### src/rtl/uart_xtor_pkg.sv
// Shared types and elaboration helpers for the UART stream transactor.
package uart_xtor_pkg;

  // Frame phases, used by both the TX and the RX state machines
  typedef enum logic [2:0] {
    ST_IDLE   = 3'd0,
    ST_START  = 3'd1,
    ST_DATA   = 3'd2,
    ST_PARITY = 3'd3,
    ST_STOP   = 3'd4
  } uart_state_t;

  // Cycles from the detected start edge to the centre of the start bit
  function automatic int half_bit_count(input int clk_div);
    return clk_div / 2;
  endfunction

  // Width of an occupancy counter that must represent 0..depth inclusive
  function automatic int level_width(input int depth);
    return $clog2(depth + 1);
  endfunction

endpackage

### src/rtl/uart_xtor_fifo.sv
// First-word fall-through FIFO with wrap-bit pointers and an occupancy level.
module uart_xtor_fifo
  import uart_xtor_pkg::*;
#(
  parameter int WIDTH = 8,
  parameter int DEPTH = 16,
  localparam int AW = $clog2(DEPTH),
  localparam int LW = level_width(DEPTH)
) (
  input  logic             clk,
  input  logic             nrst,
  input  logic             push_valid,
  input  logic [WIDTH-1:0] push_data,
  input  logic             pop_ready,
  output logic [WIDTH-1:0] pop_data,
  output logic [LW-1:0]    level,
  output logic             full,
  output logic             empty
);

  logic [WIDTH-1:0] mem [DEPTH];
  logic [AW:0]      wr_ptr_reg;
  logic [AW:0]      rd_ptr_reg;
  logic             do_push;
  logic             do_pop;

  // Equal pointers mean empty; equal index with differing wrap bit means full
  assign empty    = (wr_ptr_reg == rd_ptr_reg);
  assign full     = (wr_ptr_reg[AW] != rd_ptr_reg[AW]) &&
                    (wr_ptr_reg[AW-1:0] == rd_ptr_reg[AW-1:0]);
  assign do_push  = push_valid & ~full;
  assign do_pop   = pop_ready & ~empty;
  assign pop_data = mem[rd_ptr_reg[AW-1:0]];
  assign level    = LW'(wr_ptr_reg - rd_ptr_reg);

  // Storage write; no reset so the array can map onto RAM resources
  always_ff @(posedge clk) begin
    if (do_push) begin
      mem[wr_ptr_reg[AW-1:0]] <= push_data;
    end
  end

  // Pointer advance on accepted push and pop
  always_ff @(posedge clk or negedge nrst) begin
    if (!nrst) begin
      wr_ptr_reg <= '0;
      rd_ptr_reg <= '0;
    end else begin
      if (do_push) wr_ptr_reg <= wr_ptr_reg + 1'b1;
      if (do_pop)  rd_ptr_reg <= rd_ptr_reg + 1'b1;
    end
  end

endmodule

### src/rtl/uart_stream_xtor.sv
// UART transactor: host valid/ready byte streams on one side, serial pins on the other.
module uart_stream_xtor
  import uart_xtor_pkg::*;
#(
  parameter int CLK_DIV    = 104,
  parameter int DATA_BITS  = 8,
  parameter int PARITY_EN  = 0,
  parameter int STOP_BITS  = 1,
  parameter int FIFO_DEPTH = 16,
  localparam int LW = level_width(FIFO_DEPTH)
) (
  input  logic                 clk,
  input  logic                 nrst,
  input  logic                 ser_rx,
  output logic                 ser_tx,
  input  logic                 h_tx_valid,
  output logic                 h_tx_ready,
  input  logic [DATA_BITS-1:0] h_tx_data,
  output logic                 h_rx_valid,
  input  logic                 h_rx_ready,
  output logic [DATA_BITS-1:0] h_rx_data,
  output logic [LW-1:0]        tx_level,
  output logic [LW-1:0]        rx_level,
  output logic                 rx_frame_err,
  output logic                 rx_parity_err,
  output logic                 rx_overrun
);

  localparam int HALF     = half_bit_count(CLK_DIV);
  localparam int STOP_CYC = STOP_BITS * CLK_DIV;
  localparam int CW       = $clog2(STOP_CYC + 1);
  localparam int BW       = $clog2(DATA_BITS);
  localparam logic [CW-1:0] BIT_LAST  = CW'(CLK_DIV - 1);
  localparam logic [CW-1:0] HALF_LAST = CW'(HALF - 1);
  localparam logic [CW-1:0] STOP_LAST = CW'(STOP_CYC - 1);
  localparam logic [BW-1:0] DBIT_LAST = BW'(DATA_BITS - 1);

  // ---------------- FIFOs ----------------
  logic                 tx_full, tx_empty, tx_pop;
  logic [DATA_BITS-1:0] tx_head;
  logic                 rx_full, rx_empty;
  logic                 rx_push_reg;
  logic [DATA_BITS-1:0] rx_shift_reg;

  uart_xtor_fifo #(.WIDTH(DATA_BITS), .DEPTH(FIFO_DEPTH)) u_tx_fifo (
    .clk        (clk),
    .nrst       (nrst),
    .push_valid (h_tx_valid),
    .push_data  (h_tx_data),
    .pop_ready  (tx_pop),
    .pop_data   (tx_head),
    .level      (tx_level),
    .full       (tx_full),
    .empty      (tx_empty)
  );

  uart_xtor_fifo #(.WIDTH(DATA_BITS), .DEPTH(FIFO_DEPTH)) u_rx_fifo (
    .clk        (clk),
    .nrst       (nrst),
    .push_valid (rx_push_reg),
    .push_data  (rx_shift_reg),
    .pop_ready  (h_rx_ready),
    .pop_data   (h_rx_data),
    .level      (rx_level),
    .full       (rx_full),
    .empty      (rx_empty)
  );

  assign h_tx_ready = ~tx_full;
  assign h_rx_valid = ~rx_empty;

  // ---------------- TX ----------------
  uart_state_t          tx_state_reg;
  logic [CW-1:0]        tx_cnt_reg;
  logic [BW-1:0]        tx_bit_reg;
  logic [DATA_BITS-1:0] tx_shift_reg;
  logic                 tx_par_reg;
  logic                 ser_tx_reg;

  // A new byte is taken when idle, or at the last stop cycle for gapless frames
  assign tx_pop = ~tx_empty &&
                  ((tx_state_reg == ST_IDLE) ||
                   ((tx_state_reg == ST_STOP) && (tx_cnt_reg == STOP_LAST)));
  assign ser_tx = ser_tx_reg;

  // TX sequencer; the line register follows the state one cycle later
  always_ff @(posedge clk or negedge nrst) begin
    if (!nrst) begin
      tx_state_reg <= ST_IDLE;
      tx_cnt_reg   <= '0;
      tx_bit_reg   <= '0;
      tx_shift_reg <= '0;
      tx_par_reg   <= 1'b0;
      ser_tx_reg   <= 1'b1;
    end else begin
      case (tx_state_reg)
        ST_IDLE: begin
          ser_tx_reg <= 1'b1;
          if (tx_pop) begin
            tx_shift_reg <= tx_head;
            tx_par_reg   <= ^tx_head;
            tx_cnt_reg   <= '0;
            tx_state_reg <= ST_START;
          end
        end
        ST_START: begin
          ser_tx_reg <= 1'b0;
          if (tx_cnt_reg == BIT_LAST) begin
            tx_cnt_reg   <= '0;
            tx_bit_reg   <= '0;
            tx_state_reg <= ST_DATA;
          end else begin
            tx_cnt_reg <= tx_cnt_reg + 1'b1;
          end
        end
        ST_DATA: begin
          ser_tx_reg <= tx_shift_reg[0];
          if (tx_cnt_reg == BIT_LAST) begin
            tx_cnt_reg   <= '0;
            tx_shift_reg <= tx_shift_reg >> 1;
            tx_bit_reg   <= tx_bit_reg + 1'b1;
            if (tx_bit_reg == DBIT_LAST) begin
              if (PARITY_EN != 0) tx_state_reg <= ST_PARITY;
              else                tx_state_reg <= ST_STOP;
            end
          end else begin
            tx_cnt_reg <= tx_cnt_reg + 1'b1;
          end
        end
        ST_PARITY: begin
          ser_tx_reg <= tx_par_reg;
          if (tx_cnt_reg == BIT_LAST) begin
            tx_cnt_reg   <= '0;
            tx_state_reg <= ST_STOP;
          end else begin
            tx_cnt_reg <= tx_cnt_reg + 1'b1;
          end
        end
        ST_STOP: begin
          ser_tx_reg <= 1'b1;
          if (tx_cnt_reg == STOP_LAST) begin
            tx_cnt_reg <= '0;
            if (tx_pop) begin
              tx_shift_reg <= tx_head;
              tx_par_reg   <= ^tx_head;
              tx_state_reg <= ST_START;
            end else begin
              tx_state_reg <= ST_IDLE;
            end
          end else begin
            tx_cnt_reg <= tx_cnt_reg + 1'b1;
          end
        end
        default: begin
          ser_tx_reg   <= 1'b1;
          tx_state_reg <= ST_IDLE;
        end
      endcase
    end
  end

  // ---------------- RX ----------------
  logic [1:0]    rx_sync_reg;
  logic          rx_prev_reg;
  logic          rx_s;
  logic          rx_fall;
  uart_state_t   rx_state_reg;
  logic [CW-1:0] rx_cnt_reg;
  logic [BW-1:0] rx_bit_reg;
  logic          rx_par_bad_reg;
  logic          rx_frame_err_reg;
  logic          rx_parity_err_reg;
  logic          rx_overrun_reg;

  assign rx_s          = rx_sync_reg[1];
  assign rx_fall       = rx_prev_reg & ~rx_s;
  assign rx_frame_err  = rx_frame_err_reg;
  assign rx_parity_err = rx_parity_err_reg;
  assign rx_overrun    = rx_overrun_reg;

  // Two-flop synchroniser plus previous-value flop for edge detection
  always_ff @(posedge clk or negedge nrst) begin
    if (!nrst) begin
      rx_sync_reg <= 2'b11;
      rx_prev_reg <= 1'b1;
    end else begin
      rx_sync_reg <= {rx_sync_reg[0], ser_rx};
      rx_prev_reg <= rx_s;
    end
  end

  // RX sequencer; after a low stop bit the edge detector only rearms once the line goes high
  always_ff @(posedge clk or negedge nrst) begin
    if (!nrst) begin
      rx_state_reg      <= ST_IDLE;
      rx_cnt_reg        <= '0;
      rx_bit_reg        <= '0;
      rx_shift_reg      <= '0;
      rx_par_bad_reg    <= 1'b0;
      rx_push_reg       <= 1'b0;
      rx_frame_err_reg  <= 1'b0;
      rx_parity_err_reg <= 1'b0;
      rx_overrun_reg    <= 1'b0;
    end else begin
      rx_push_reg       <= 1'b0;
      rx_frame_err_reg  <= 1'b0;
      rx_parity_err_reg <= 1'b0;
      rx_overrun_reg    <= rx_push_reg & rx_full;
      case (rx_state_reg)
        ST_IDLE: begin
          if (rx_fall) begin
            rx_cnt_reg   <= '0;
            rx_state_reg <= ST_START;
          end
        end
        ST_START: begin
          if (rx_cnt_reg == HALF_LAST) begin
            rx_cnt_reg     <= '0;
            rx_bit_reg     <= '0;
            rx_par_bad_reg <= 1'b0;
            if (rx_s) rx_state_reg <= ST_IDLE;
            else      rx_state_reg <= ST_DATA;
          end else begin
            rx_cnt_reg <= rx_cnt_reg + 1'b1;
          end
        end
        ST_DATA: begin
          if (rx_cnt_reg == BIT_LAST) begin
            rx_cnt_reg   <= '0;
            rx_shift_reg <= {rx_s, rx_shift_reg[DATA_BITS-1:1]};
            rx_bit_reg   <= rx_bit_reg + 1'b1;
            if (rx_bit_reg == DBIT_LAST) begin
              if (PARITY_EN != 0) rx_state_reg <= ST_PARITY;
              else                rx_state_reg <= ST_STOP;
            end
          end else begin
            rx_cnt_reg <= rx_cnt_reg + 1'b1;
          end
        end
        ST_PARITY: begin
          if (rx_cnt_reg == BIT_LAST) begin
            rx_cnt_reg     <= '0;
            rx_par_bad_reg <= rx_s ^ (^rx_shift_reg);
            rx_state_reg   <= ST_STOP;
          end else begin
            rx_cnt_reg <= rx_cnt_reg + 1'b1;
          end
        end
        ST_STOP: begin
          if (rx_cnt_reg == BIT_LAST) begin
            rx_cnt_reg   <= '0;
            rx_state_reg <= ST_IDLE;
            if (rx_par_bad_reg)  rx_parity_err_reg <= 1'b1;
            else if (!rx_s)      rx_frame_err_reg  <= 1'b1;
            else                 rx_push_reg       <= 1'b1;
          end else begin
            rx_cnt_reg <= rx_cnt_reg + 1'b1;
          end
        end
        default: rx_state_reg <= ST_IDLE;
      endcase
    end
  end

endmodule
### config.mk
export PLATFORM = sky130hd
export DESIGN_NAME = uart_stream_xtor
export DESIGN_NICKNAME = d
export VERILOG_FILES = /design/src/rtl/uart_xtor_pkg.sv /design/src/rtl/uart_xtor_fifo.sv /design/src/rtl/uart_stream_xtor.sv
export SDC_FILE = /design/constraint.sdc
export NUM_CORES = 1
export LEC_CHECK = 0
export ABC_AREA = 1
export BUFFER_PORTS_ARGS = -buffer_cell sky130_fd_sc_hd__buf_2
export CORE_MARGIN = 3
export CORE_UTILIZATION = 46
export CTS_CLUSTER_DIAMETER = 30
export DETAILED_ROUTE_END_ITERATION = 6
export GPL_TIMING_DRIVEN = 0
export PLACE_DENSITY = 0.69
export RECOVER_POWER = 25
export SYNTH_ARGS = -nofsm -noshare
export SYNTH_HDL_FRONTEND = slang
export SYNTH_HIERARCHICAL = 1
export SYNTH_SLANG_ARGS = --single-unit
### constraint.sdc
create_clock -name clk -period 3.4 [get_ports clk]
set_clock_uncertainty 0.15 [all_clocks]
set_input_delay 0.17 -clock clk [delete_from_list [all_inputs] [get_ports clk]]
set_output_delay 0.17 -clock clk [all_outputs]
set_load 0.01 [all_outputs]
=== Word-level counts from Yosys, hierarchy flattened ===
Memory sizes are Yosys's and may differ from the RTL's.
Cells that the tools add are included.

* Add/subtract/negate cells: 10
* Multipliers: 0
* Div/mod/pow operators: 0
* Magnitude comparators: 0
* Eq/ne operators: 31
* Shift operators: 0
* Multiplexer cells: 55
* Bitwise gates (word level): 12
* Reductions and logical operators: 28

{| class="wikitable"
|+ Operators with widths
! cell !! number
|-
| 3-bit 2-to-1 mux || 16
|-
| 7-bit 2-to-1 mux || 5
|-
| 3-bit case mux with 5 select lines || 2
|-
| 8-bit 2-to-1 mux || 3
|-
| 8-bit case mux with 3 select lines || 1
|-
| 7-bit case mux with 3 select lines || 1
|-
| 5-bit by 1-bit adder with 5-bit output, second input constant || 4
|-
| 1-bit 2-to-1 mux || 20
|-
| 2-bit != test, second input constant || 10
|-
| 8-bit parity || 2
|-
| 7-bit by 1-bit adder with 7-bit output, second input constant || 2
|-
| 7-bit equality test, second input constant || 2
|-
| 7-bit case mux with 2 select lines || 1
|-
| 3-bit by 2-bit equality test with 1-bit output, second input constant || 4
|-
| 3-bit equality test, second input constant || 4
|-
| 3-bit case mux with 2 select lines || 2
|-
| 3-bit AND reduction || 4
|-
| 6-bit AND reduction || 2
|-
| 5-bit equality test || 2
|-
| 2-bit nonzero test || 5
|-
| 5-bit subtractor || 2
|-
| 4-bit equality test || 2
|-
| 2-bit AND reduction || 4
|-
| 7-bit by 6-bit equality test with 1-bit output, second input constant || 1
|-
| other kinds (16) || 35
|}

* Flip-flop bits (word level): 72
* Bits in latches: 0
* RAM bits: 256
* Memory bits (read-only): 0
* Memories kept: 2

{| class="wikitable"
|+ Memory list
! name !! words !! bits a word !! read ports !! clocked after memory_dff !! write ports !! line !! source
|-
| u_rx_fifo.mem || 16 || 8 || 1 || 0 || 1 || uart_xtor_fifo.sv:21 || <nowiki>logic [WIDTH-1:0] mem [DEPTH];</nowiki>
|-
| u_tx_fifo.mem || 16 || 8 || 1 || 0 || 1 || uart_xtor_fifo.sv:21 ||
|}

=== Logic depth before layout (Yosys ltp) ===
* Depth in word-level cells: 7
* Depth in mapped cells: 16
* Depth with buffers taken out: 14

=== Hierarchy ===
Netlist, hierarchy kept.

{| class="wikitable"
|+ Modules (own cells, without submodules)
! module !! times used !! cells an instance !! area each (µm²) !! sequential area each (µm²)
|-
| uart_xtor_fifo (u_rx_fifo) || 1 || 657 || 6,398.6 || 4,093.9
|-
| uart_xtor_fifo (u_tx_fifo) || 1 || 657 || 6,382.4 || 4,093.9
|-
| uart_stream_xtor || 1 || 361 || 2,773.9 || 1,306.3
|}

=== Least setup slack after synthesis ===
OpenSTA, ideal clock, no wires.

* Path type: flip-flop to flip-flop
* Start: register u_tx_fifo.rd_ptr_reg[1]
* End: memory u_tx_fifo.mem[3][0] (enable)
* Library setup time: 0.370 ns
* Data arrival time: 1.919 ns
* Data required time: 2.880 ns
* Setup slack: 0.960 ns
* Stages on the path, launching flop included: 12
* Period minus slack after synthesis: 2.440 ns
* Path through: dfrtp_1 buf_2 inv_2 buf_2 ha_1 nand2_1 nor2_1 nand2_1 nand2_4 inv_2 nand2_1 nor2_1

* Longest elaborated chain between the ends: 6

{| class="wikitable"
|+ RTL lines
! item !! line !! source
|-
| start: declaration || uart_xtor_fifo.sv:23 || <nowiki>logic [AW:0] rd_ptr_reg;</nowiki>
|-
| start signal: assignment || uart_xtor_fifo.sv:50 || <nowiki>if (do_pop) rd_ptr_reg <= rd_ptr_reg + 1'b1;</nowiki>
|-
| 4-bit equality test || uart_xtor_fifo.sv:30 || <nowiki>(wr_ptr_reg[AW-1:0] == rd_ptr_reg[AW-1:0]);</nowiki>
|-
| 1-bit logical AND || uart_xtor_fifo.sv:29 || <nowiki>assign full = (wr_ptr_reg[AW] != rd_ptr_reg[AW]) &&</nowiki>
|-
| 1-bit NOT || uart_xtor_fifo.sv:31 || <nowiki>assign do_push = push_valid & ~full;</nowiki>
|-
| 1-bit bitwise AND || uart_xtor_fifo.sv:31 ||
|-
| 1-bit 2-to-1 mux || uart_xtor_fifo.sv:38 || <nowiki>if (do_push) begin</nowiki>
|-
| 1-bit 2-to-1 mux (implied by the code) || uart_xtor_fifo.sv:39 || <nowiki>mem[wr_ptr_reg[AW-1:0]] <= push_data;</nowiki>
|-
| end: declaration || uart_xtor_fifo.sv:21 ||
|}

Every way passes these cells.

=== Final worst setup path ===
* Start: register u_rx_fifo.rd_ptr_reg[1]
* End: memory u_rx_fifo.mem[4][4] (enable)

* Longest elaborated chain between the ends: 6

{| class="wikitable"
|+ RTL lines
! item !! line
|-
| start: declaration || uart_xtor_fifo.sv:23
|-
| start signal: assignment || uart_xtor_fifo.sv:50
|-
| 4-bit equality test || uart_xtor_fifo.sv:30
|-
| 1-bit logical AND || uart_xtor_fifo.sv:29
|-
| 1-bit NOT || uart_xtor_fifo.sv:31
|-
| 1-bit bitwise AND || uart_xtor_fifo.sv:31
|-
| 1-bit 2-to-1 mux || uart_xtor_fifo.sv:38
|-
| 1-bit 2-to-1 mux (implied by the code) || uart_xtor_fifo.sv:39
|-
| end: declaration || uart_xtor_fifo.sv:21
|}

Every way passes these cells.

==> impl_metrics.yaml <==
clock_tree:
  htree_levels: 3
  clock_latency_ns: 0.56
  clkTransAtPathRegs_ns: 0.04
  clockBufferDepth: 3
  numCtsBuffers: 71
  cts.hold.buffers_added: 13
  clockRootBuffer: "clkbuf_16"
  cts_tree: "yes"
  cts_resized: 0
  numClockSinks: 328
  post_cts_buffers: 0
logic_synthesis:
  syn-cell-area_um2: 15600
  synth_compound_area_share_pct: 2.09
  synth_cells: 1675
  syn_avg_cell_area_um2: 9.29
  ys_top_cells_by_area: "edfxtp_1 (49%), nand2_1 (14%), dfrtp_1 (11%), inv_1 (7.5%), nand3_1 (6.1%)"
  ys_seq_elements: 328
  muxShareOfSynthArea_pct: 0
  synth_fa_ha_area_share_pct: 2.19
  synth_edf_count: 256
  synth_top_family_by_area: "simple AND/OR/NAND/NOR gates"
  synth_async_sr_flop_share_pct: 22.0
  synth_flop_cell: "edfxtp_1"
  synth_fp_nets: 1714
  yosysSeqAreaShare_pct: 61.0
  yosysWarnings: 6
  synthSimpleGateAreaFrac_pct: 22.7
  synthXorXnorAreaFrac_pct: 2.03
  ys_types: 35
  yosysTopAreaCell: "edfxtp_1"
  synth_top_cell_area_share_pct: 49.4
worst_setup_path:
  cp-start-kind: "register"
  path_buf_inv: 4
  crit_path_cell_trace: "buf_2 > inv_2 > buf_2 > ha_1 > nand2_1 > nor2_1 > nand2_1 > nand2_4 > inv_4 > nand2_2 > nor2_1"
  worstPathArrival_ns: 3.15
  timing.rr.start: "u_rx_fifo/rd_ptr_reg[1]"
  r2r-end: "u_rx_fifo/mem[4][4]"
  crit_path_max_fanout: 11
  cp_top_family: "simple AND/OR/NAND/NOR gates"
  cp.required_ns: 3.42
  reg2regPathDepth: 11
  worst-setup-path-type: "register to register"
  reg2reg_slack_ns: 0.27
  cpPeakStageDelay_ns: 0.67
  critPathSlowestCell: "nor2_1"
  worstSetupEndpointType: "register"
floorplan:
  rows: 66
  start_util_pct: 47.2
  boundaryPins: 37
  fp.dieH_um: 190
  core_um2: 32900
  die_w_um: 190
  dieArea_um2: 36100
pwr:
  p_sw_mw: 4.27
  cellInternalPower_mw: 10.1
  switching_share_pct: 29.7
  clockPowerShare_pct: 47.9
  pwr-share-comb_pct: 19.5
  ir_worst_vdd_mv: 0.471
  leakage_nw: 8.89
  powerDensity_nw_per_um2: 763
  p_seq_share_pct: 32.6
routing:
  drt_iter0_drc: 971
  routed_wl_mm: 35.8
  vias_per_cell: 4.97
  drt_pass1_iterations: 5
  vias: 11400
  drc: 0
  wl_per_cell_um: 15.6
  ant_nets: 0
sta:
  fmax_mhz: 319
  min_period_ns: 3.13
  holdWs_ns: 0.119
  fin_ws_ns: 0.269
  setup_viol_count_final: 0
  hold_viol_final: 0
  slew-limit-headroom_pct: -7.54
  rsz0062_at_grt: "no"
  drv_slew: 66
  tightestPinTransition_ns: 1.61
  tns_ns: 0
  finalCritPeriodShare_pct: 92.1
global_routing:
  grt_util_all_layers_pct: 20.1
  antenna_found_initial: 0
  grt_pass1_wl_mm: 57.4
  first_global_vias: 11500
  gr-total-overflow: 0
  grt_max_degree: 66
placement:
  pre_cts_ws_ns: 0.295
  gp_congestion: 0.877
  port_buffers: 36
  place_area_um2: 16300
  hpwl_mm: 22.8
min_path:
  min_path_type: "input pin to register"
  min_from: "ser_rx"
  holdPathStages: 2
  hold_end: "rx_sync_reg[0]"
cells_and_area:
  drive_gt1_share_pct: 12.4
  final_nets: 1837
  antenna_cells: 0
  fin_area_um2: 18900
  area_growth_pct: 21.2
run:
  cap_violations: 1
run_status:
  failed_checks: "max-capacitance violations, max-slew violations"
  outcome: "complete, but fails checks"
[cells in the mapped netlist, types with 2 or more instances]
cell      number
a21oi_1       16
a22o_1         3
buf_2         30
buf_4         12
buf_6          6
clkbuf_1       3
clkinv_1       2
dfrtp_1       68
dfstp_2        4
edfxtp_1     256
fa_1           2
ha_1          24
inv_1        311
inv_2         10
nand2_1      569
nand2_2       12
nand2_4        4
nand3_1      190
nor2_1        56
nor2_2         2
nor2_4         3
nor3_1         6
nor4_1         2
o211ai_1       2
o21ai_0       34
o21ai_1        5
xnor2_1       16
xor2_1        20
[cell usage in the layout (no fill, tap or decap), types with 3 or more instances in the layout]
cell type | netlist | routed
nand2_1 | 569 | 569
inv_1 | 311 | 311
edfxtp_1 | 256 | 256
nand3_1 | 190 | 190
clkbuf_16 | 0 | 72
dfrtp_1 | 68 | 68
buf_2 | 30 | 57
nor2_1 | 56 | 56
o21ai_0 | 34 | 34
ha_1 | 24 | 24
xor2_1 | 20 | 20
a21oi_1 | 16 | 16
xnor2_1 | 16 | 16
clkbuf_1 | 3 | 16
dlygate4sd3_1 | 0 | 13
nand2_2 | 12 | 12
buf_4 | 12 | 12
clkinv_1 | 2 | 12
inv_2 | 10 | 10
bufinv_16 | 0 | 9
clkinv_2 | 0 | 8
inv_6 | 0 | 8
clkinv_4 | 0 | 7
nor3_1 | 6 | 6
buf_6 | 6 | 6
clkinvlp_4 | 0 | 6
o21ai_1 | 5 | 5
nand2_4 | 4 | 4
nor2_4 | 3 | 3
a22o_1 | 3 | 3
inv_8 | 0 | 3
dfstp_2 | 4 | 3
[per-stage QoR]
step / std cells / util (%) / power (mW)
floorplan: 1675 / - / 6.62
global placement: 2153 / 49.4 / 7.45
detailed placement: 2154 / 49.5 / 7.52
CTS: 2298 / 57.3 / 14.5
global route: 2298 / 57.2 / 15.0
finish: 2298 / 57.2 / 14.4
[layout make-up]
cell class	count	area, um^2
clock buffers	77	1820
clock inverters	54	614
flip-flops and latches	328	9490
plain buffers	52	323
well taps	442	553
repair buffers	50	308
multi-input cells	971	4520
fillers	2705	14100
inverters	324	1220
[worst reg2reg max path, cell delays in order, from the launching register on]
cell and delay [ns]:
dfrtp_1 0.37, buf_2 0.19, inv_2 0.14, buf_2 0.31, ha_1 0.32, nand2_1 0.07, nor2_1 0.05, nand2_1 0.13
nand2_4 0.11, inv_4 0.12, nand2_2 0.12, nor2_1 0.67
[logic make-up after synthesis]
group           count (synthesis)
buf+inv                       376
flops                         328
simple gates                  848
xor+xnor                       36
compound gates                 61
fa+ha+maj                      26
[power by group through the flow]
stage               clock, mW  sequential (mW)  combinational [mW]
global placement            0             4.75                2.70
finish                   6.89             4.70                2.81
global route             7.21             4.72                3.12
CTS                      6.98             4.69                2.80
detailed placement          0             4.76                2.76
floorplan                   0             4.72                1.90
[per-layer routing]
metal	part of all wire, %	vias up	global-route usage, %	wire length [um]
li1	-	5539	-	-
met2	48	393	33.1	17300
met3	6.8	84	4.24	2420
met4	3.0	0	8.39	1090
met1	42	5409	25.8	15000
met5	0	-	0	0
[worst max-delay path by stage]
stage	endpoint	start	cells after the start
floorplan	u_tx_fifo/mem[3][0]	u_tx_fifo/rd_ptr_reg[1]	11
global placement	u_tx_fifo/mem[12][6]	u_tx_fifo/rd_ptr_reg[1]	11
detailed placement	u_rx_fifo/mem[4][3]	u_rx_fifo/rd_ptr_reg[1]	11
CTS	u_rx_fifo/mem[4][0]	u_rx_fifo/rd_ptr_reg[1]	11
global route	u_tx_fifo/mem[12][3]	u_tx_fifo/rd_ptr_reg[1]	11
finish	u_rx_fifo/mem[4][4]	u_rx_fifo/rd_ptr_reg[1]	11
Power figures use the tool's default switching activity.
